$ cat src/rtl/ans_ht_ltf_buffer.sv
`default_nettype none
// ============================================================================
// Module      : ans_ht_ltf_buffer
// Description : Capture-and-replay buffer for one HT-LTF burst. An accepted
//               TX request latches the obfuscation coefficients, kicks the
//               generator, captures the burst into local storage, and replays
//               it over a valid/ready stream so the consumer may stall.
// Ports       : clk, reset            - clock, async active-high reset
//               tx_start, abort       - request / synchronous flush
//               obf_coeff_in          - coefficients sampled on request
//               gen_obf_coeff         - latched coefficients to generator
//               gen_letsgo            - one-cycle generator kick
//               gen_givemeoutput      - high while waiting for / capturing data
//               ans_ht_ltf            - generator sample (I[31:16], Q[15:0])
//               ans_ht_ltf_started    - marks sample 0 of the burst
//               out_data/valid/ready/last - replay stream
//               busy                  - not idle
//               timeout_err           - sticky generator-start timeout flag
// Revision    : 1.0 - initial release
// ============================================================================
module ans_ht_ltf_buffer #(
    parameter int N_SAMPLES      = 80,
    parameter int TIMEOUT_CYCLES = 1024
) (
    input  logic         clk,
    input  logic         reset,
    input  logic         tx_start,
    input  logic         abort,
    input  logic [127:0] obf_coeff_in,
    output logic [127:0] gen_obf_coeff,
    output logic         gen_letsgo,
    output logic         gen_givemeoutput,
    input  logic [31:0]  ans_ht_ltf,
    input  logic         ans_ht_ltf_started,
    output logic [31:0]  out_data,
    output logic         out_valid,
    input  logic         out_ready,
    output logic         out_last,
    output logic         busy,
    output logic         timeout_err
);

    localparam int IDX_W = $clog2(N_SAMPLES);
    localparam int CNT_W = $clog2(TIMEOUT_CYCLES + 1);

    localparam logic [IDX_W-1:0] LAST_IDX     = IDX_W'(N_SAMPLES - 1);
    localparam logic [CNT_W-1:0] TIMEOUT_LAST = CNT_W'(TIMEOUT_CYCLES - 1);

    localparam logic [2:0] S_IDLE    = 3'd0;
    localparam logic [2:0] S_KICK    = 3'd1;
    localparam logic [2:0] S_ARM     = 3'd2;
    localparam logic [2:0] S_CAPTURE = 3'd3;
    localparam logic [2:0] S_PLAY    = 3'd4;

    logic [2:0]       state_q,  state_d;
    logic [IDX_W-1:0] wr_idx_q, wr_idx_d;
    logic [IDX_W-1:0] rd_idx_q, rd_idx_d;
    logic [CNT_W-1:0] cnt_q,    cnt_d;
    logic [127:0]     coeff_q,  coeff_d;
    logic             err_q,    err_d;

    logic             w_mem_we;
    logic [IDX_W-1:0] w_mem_waddr;

    logic [31:0]      mem [N_SAMPLES];

    // ------------------------------------------------------------------------
    // State and control registers
    // ------------------------------------------------------------------------
    always_ff @(posedge clk or posedge reset) begin
        if (reset) begin
            state_q  <= S_IDLE;
            wr_idx_q <= '0;
            rd_idx_q <= '0;
            cnt_q    <= '0;
            coeff_q  <= '0;
            err_q    <= 1'b0;
        end else begin
            state_q  <= state_d;
            wr_idx_q <= wr_idx_d;
            rd_idx_q <= rd_idx_d;
            cnt_q    <= cnt_d;
            coeff_q  <= coeff_d;
            err_q    <= err_d;
        end
    end

    // Sample storage carries no reset; contents are simply overwritten by the
    // next capture and never observed outside PLAY.
    always_ff @(posedge clk) begin
        if (w_mem_we) begin
            mem[w_mem_waddr] <= ans_ht_ltf;
        end
    end

    // ------------------------------------------------------------------------
    // Next-state logic
    // ------------------------------------------------------------------------
    always_comb begin
        state_d     = state_q;
        wr_idx_d    = wr_idx_q;
        rd_idx_d    = rd_idx_q;
        cnt_d       = cnt_q;
        coeff_d     = coeff_q;
        err_d       = err_q;
        w_mem_we    = 1'b0;
        w_mem_waddr = wr_idx_q;

        if (abort) begin
            // Flush wins over everything; coefficients and error flag persist.
            state_d  = S_IDLE;
            wr_idx_d = '0;
            rd_idx_d = '0;
            cnt_d    = '0;
        end else begin
            case (state_q)
                S_IDLE: begin
                    if (tx_start) begin
                        coeff_d = obf_coeff_in;
                        err_d   = 1'b0;
                        state_d = S_KICK;
                    end
                end
                S_KICK: begin
                    cnt_d    = '0;
                    wr_idx_d = '0;
                    state_d  = S_ARM;
                end
                S_ARM: begin
                    if (ans_ht_ltf_started) begin
                        // Sample 0 arrives together with the start marker.
                        w_mem_we    = 1'b1;
                        w_mem_waddr = '0;
                        wr_idx_d    = IDX_W'(1);
                        cnt_d       = '0;
                        state_d     = S_CAPTURE;
                    end else if (cnt_q == TIMEOUT_LAST) begin
                        err_d   = 1'b1;
                        cnt_d   = '0;
                        state_d = S_IDLE;
                    end else begin
                        cnt_d = cnt_q + 1'b1;
                    end
                end
                S_CAPTURE: begin
                    w_mem_we = 1'b1;
                    if (wr_idx_q == LAST_IDX) begin
                        wr_idx_d = '0;
                        rd_idx_d = '0;
                        state_d  = S_PLAY;
                    end else begin
                        wr_idx_d = wr_idx_q + 1'b1;
                    end
                end
                S_PLAY: begin
                    if (out_ready) begin
                        if (rd_idx_q == LAST_IDX) begin
                            rd_idx_d = '0;
                            state_d  = S_IDLE;
                        end else begin
                            rd_idx_d = rd_idx_q + 1'b1;
                        end
                    end
                end
                default: begin
                    state_d = S_IDLE;
                end
            endcase
        end
    end

    // ------------------------------------------------------------------------
    // Outputs, decoded from registered state only so that an asynchronous
    // reset drives them to zero immediately.
    // ------------------------------------------------------------------------
    always_comb begin
        gen_obf_coeff    = coeff_q;
        timeout_err      = err_q;
        gen_letsgo       = (state_q == S_KICK);
        gen_givemeoutput = (state_q == S_ARM) || (state_q == S_CAPTURE);
        busy             = (state_q != S_IDLE);
        out_valid        = (state_q == S_PLAY);
        out_last         = (state_q == S_PLAY) && (rd_idx_q == LAST_IDX);
        // Gate storage so the stream reads zero whenever nothing is offered.
        out_data         = (state_q == S_PLAY) ? mem[rd_idx_q] : 32'd0;
    end

endmodule
`default_nettype wire
$ cat config.mk
export PLATFORM = sky130hd
export DESIGN_NAME = ans_ht_ltf_buffer
export DESIGN_NICKNAME = d
export VERILOG_FILES = /design/src/rtl/ans_ht_ltf_buffer.sv
export SDC_FILE = /design/constraint.sdc
export NUM_CORES = 2
export LEC_CHECK = 0
export CORE_ASPECT_RATIO = 0.5
export CORE_MARGIN = 3
export CORE_UTILIZATION = 45
export DETAILED_ROUTE_END_ITERATION = 10
export PLACE_DENSITY = 0.74
export SKIP_CTS_REPAIR_TIMING = 1
export SYNTH_ARGS = -nofsm -noshare
export SYNTH_HDL_FRONTEND = slang
export SYNTH_SLANG_ARGS = --single-unit
$ cat constraint.sdc
create_clock -name clk -period 5.25 [get_ports clk]
set_clock_uncertainty 0.05 [all_clocks]
set_input_delay 1.05 -clock clk [delete_from_list [all_inputs] [get_ports clk]]
set_output_delay 1.05 -clock clk [all_outputs]
set_load 0.01 [all_outputs]
==> flow_results.xml <==
<?xml version="1.0" encoding="UTF-8"?>
<metrics>
  <group name="timing">
    <metric name="layout_setup_ws" unit="ps">-202</metric>
    <metric name="timing.fmax" unit="MHz">183</metric>
    <metric name="setup_viol" unit="">6</metric>
    <metric name="finalWorstPathRequiredPeriod" unit="ps">5450</metric>
    <metric name="relSlewSlack" unit="%">6.00</metric>
    <metric name="report.final.hold_viol_count" unit="">0</metric>
    <metric name="timing.final.max_slew_violations" unit="">0</metric>
    <metric name="worst_slew_pin_slew" unit="ps">1410</metric>
    <metric name="fin_crit_sh" unit="%">104</metric>
    <metric name="rsz_0062_raised_after_global_routing" unit="">true</metric>
  </group>
  <group name="grt">
    <metric name="antenna_found_initial" unit="">9</metric>
    <metric name="grt.total_usage" unit="%">22.9</metric>
    <metric name="largest_net_degree_at_the_start_of_global_routing" unit="">86</metric>
    <metric name="via_count_of_the_first_global_routing_pass" unit="">53500</metric>
    <metric name="grt.overflow.total" unit="">0</metric>
    <metric name="grt_first_pass_wirelength" unit="um">394000</metric>
  </group>
  <group name="setup_path">
    <metric name="reg2regPathDepth" unit="">6</metric>
    <metric name="critical_path.slowest_cell" unit="">sky130_fd_sc_hd__or3_1</metric>
    <metric name="timing.rr.start" unit="">state_q[2]$_DFFE_PP0P_</metric>
    <metric name="crit_chain" unit="">buf_4 -&gt; or3_1 -&gt; o22ai_1 -&gt; nor4_1 -&gt; a21oi_1 -&gt; clkdlybuf4s50_1</metric>
    <metric name="worst_ep_required_time" unit="ps">4150</metric>
    <metric name="crit_arrival" unit="ps">4350</metric>
    <metric name="regToRegSetupSlack" unit="ps">1620</metric>
    <metric name="critical_path.max_stage_delay" unit="ps">790</metric>
    <metric name="path_max_fanout" unit="">12</metric>
    <metric name="worstSetupStartpointType" unit="">flip-flop</metric>
    <metric name="worst_r2r_endpoint" unit="">mem[57][11]$_DFFE_PP_</metric>
    <metric name="crit_type" unit="">reg -&gt; out</metric>
    <metric name="critPathCaptureType" unit="">output pin</metric>
  </group>
  <group name="layout">
    <metric name="fin_cells" unit="">8743</metric>
    <metric name="multiInputGateArea" unit="um^2">23500</metric>
    <metric name="finish.net_count" unit="">5645</metric>
    <metric name="nFillCells" unit="">17000</metric>
    <metric name="mostFrequentLayoutCell" unit="">sky130_fd_sc_hd__edfxtp_1</metric>
    <metric name="regArea" unit="um^2">80800</metric>
    <metric name="drive_above_1_share" unit="%">27.8</metric>
    <metric name="mostFrequentLayoutCells" unit="">sky130_fd_sc_hd__edfxtp_1, sky130_fd_sc_hd__mux4_2, sky130_fd_sc_hd__clkdlybuf4s50_1, sky130_fd_sc_hd__buf_4, sky130_fd_sc_hd__mux2i_1</metric>
    <metric name="synthToLayoutAreaGrowth" unit="%">16.1</metric>
  </group>
  <group name="placed_design">
    <metric name="place.gp.congestion" unit="">0.930</metric>
    <metric name="port_buf_inserts" unit="">331</metric>
    <metric name="placed_cells" unit="">8287</metric>
    <metric name="detailed_place_hpwl" unit="um">161000</metric>
    <metric name="place_worst_setup_slack" unit="ps">266</metric>
  </group>
  <group name="worst_hold_path">
    <metric name="whs_endpoint" unit="">timeout_err$_DFFE_PP0P_</metric>
    <metric name="number_of_stages_on_the_worst_hold_path" unit="">1</metric>
    <metric name="hold_path_class" unit="">reg -&gt; reg</metric>
    <metric name="timing.hold.worst.start" unit="">timeout_err$_DFFE_PP0P_</metric>
  </group>
  <group name="route">
    <metric name="post_drt_wl_per_cell" unit="um">32.3</metric>
    <metric name="detail-route-antenna-nets" unit="">0</metric>
    <metric name="drt_first_iter_violations" unit="">8199</metric>
    <metric name="dr_total_vias" unit="">54100</metric>
    <metric name="drt_wl_total" unit="um">283000</metric>
    <metric name="drt-pass1-iter-count" unit="">6</metric>
    <metric name="routed_via_density" unit="">6.19</metric>
    <metric name="drc_violations" unit="">0</metric>
  </group>
  <group name="floorplanning">
    <metric name="design.die.area" unit="um^2">240000</metric>
    <metric name="floorplan.die.width" unit="um">689</metric>
    <metric name="top_level_ports" unit="">332</metric>
    <metric name="std_cell_rows" unit="">124</metric>
    <metric name="coreArea" unit="um^2">230000</metric>
    <metric name="floorplan.die.height" unit="um">348</metric>
    <metric name="initial_core_util" unit="%">45.6</metric>
  </group>
  <group name="clock_network">
    <metric name="worstSkewPairLatency" unit="ps">900</metric>
    <metric name="tritoncts" unit="">done</metric>
    <metric name="numCtsBuffers" unit="">231</metric>
    <metric name="cts_sinks" unit="">2717</metric>
    <metric name="ctsRootBufferMaster" unit="">sky130_fd_sc_hd__clkbuf_16</metric>
    <metric name="cts-root-to-sink-buffers" unit="">4</metric>
    <metric name="clkSlewWorstSetupHoldPaths" unit="ps">60</metric>
    <metric name="ctsHtreeMaxLevel" unit="">4</metric>
  </group>
  <group name="yosys">
    <metric name="synth_area" unit="um^2">105000</metric>
    <metric name="asyncSetResetFlopFracSynth" unit="%">5.78</metric>
    <metric name="synth-seq-area-share" unit="%">77.0</metric>
    <metric name="synth_area_per_cell" unit="um^2">21.6</metric>
    <metric name="synth_cell_types" unit="">63</metric>
    <metric name="yosys_synthesis_warning_count" unit="">0</metric>
    <metric name="postSynth.topFlopCell" unit="">sky130_fd_sc_hd__edfxtp_1</metric>
    <metric name="syn-num-nets" unit="">5022</metric>
    <metric name="synthCells" unit="">4853</metric>
    <metric name="synth-edff-count" unit="">2560</metric>
    <metric name="synth_seq_cells" unit="">2717</metric>
  </group>
  <group name="run">
    <metric name="max-cap-violations" unit="">0</metric>
  </group>
  <group name="power">
    <metric name="p_leak" unit="uW">0.0373</metric>
    <metric name="power_per_cell_area" unit="nW/um^2">368</metric>
    <metric name="ir_drop" unit="V">0.000301</metric>
  </group>
  <group name="run_status">
    <metric name="run_status" unit="">finished, violations left</metric>
    <metric name="failed_checks" unit="">negative setup slack</metric>
  </group>
</metrics>
## synthesized netlist by cell type, types with 42 or more instances
master / count / area, um^2
sky130_fd_sc_hd__buf_2: 75 / 375
sky130_fd_sc_hd__mux2_2: 190 / 2140
sky130_fd_sc_hd__nand2_1: 78 / 293
sky130_fd_sc_hd__dfrtp_1: 157 / 3930
sky130_fd_sc_hd__nor2_1: 135 / 507
sky130_fd_sc_hd__o21ai_0: 100 / 500
sky130_fd_sc_hd__edfxtp_1: 2560 / 76900
sky130_fd_sc_hd__mux4_2: 563 / 12700
sky130_fd_sc_hd__mux2i_1: 255 / 2550
sky130_fd_sc_hd__a22o_1: 64 / 561
sky130_fd_sc_hd__nand2b_1: 49 / 307
sky130_fd_sc_hd__a22oi_1: 57 / 428
sky130_fd_sc_hd__a221oi_1: 42 / 368
sky130_fd_sc_hd__nor2b_1: 48 / 300
sky130_fd_sc_hd__clkbuf_1: 106 / 398
## critical path, delay by kind of cell (launching register included)
kind                   cells  cell delay (ps)
AND/OR/NAND/NOR            2              920
flip-flops                 1              520
buffers and inverters      2              900
AO/OA/AOI/OAI              2             1120
## state kept, by name, summed over array words and instances (netlist names)
| signal | count |
|---|---|
| wr_idx_q | 7 |
| state_q | 3 |
| mem | 2560 |
| gen_obf_coeff | 128 |
| cnt_q | 11 |
| rd_idx_q | 7 |
| timeout_err | 1 |
## per-stage QoR
stage / setup TNS (ps) / cell area [um^2] / utilization, % / hold WS [ps] / total power (uW)
final: -342 / 122000 / 52.9 / 446 / 44900
after global routing: -816 / 122000 / 52.9 / 470 / 46200
after CTS: -10870 / 121000 / 52.4 / 446 / 45000
after detailed placement: 0 / 114000 / 49.4 / 430 / 28900
after global placement: 0 / 114000 / 49.4 / 429 / 28700
after floorplan: 0 / 105000 / - / 408 / 26600
## where the power goes
group	internal, uW	leakage, uW	switching (uW)
Sequential	24200	0.0249	331
Clock	8940	0.00343	7510
Combinational	1930	0.00898	1920
## layer usage
layer	track usage [%]	vias to the layer above	share of wire, %
li1	-	21600	-
met1	31.3	28200	36
met2	35.6	3879	46
met3	6.29	502	13
met4	8.62	0	4.1
met5	0	-	0
## cell type report
class | count | share of cell area (%)
antenna | 4 | 0.00821
multi-input combinational | 1854 | 19.3
clock buffer | 296 | 5.00
sequential | 2717 | 66.3
clock inverter | 113 | 0.781
timing repair buffer | 664 | 5.41
inverter | 8 | 0.0277
tap | 3087 | 3.17
## cell families after synthesis
group | synth area share (%)
adder cells (fa/ha/maj) | 0.0358
AO/OA/AOI/OAI | 2.93
buffers and inverters | 1.59
AND/OR/NAND/NOR | 1.93
multiplexers | 16.5
flip-flops | 77.0
XOR/XNOR | 0.00834
## how the worst max path moves through the flow
stage                             from                   to  slack [ps]
2_1_floorplan                    abort  mem[8][0]$_DFFE_PP_        1280
3_3_place_gp   rd_idx_q[1]$_DFFE_PP0P_         out_data[29]         290
3_5_place_dp   rd_idx_q[1]$_DFFE_PP0P_         out_data[29]         270
4_1_cts        rd_idx_q[0]$_DFFE_PP0P_         out_data[29]        -700
5_1_grt        rd_idx_q[0]$_DFFE_PP0P_          out_data[5]        -150
6_report       rd_idx_q[5]$_DFFE_PP0P_         out_data[16]        -200
No activity file was read; power rests on OpenSTA's default activity.
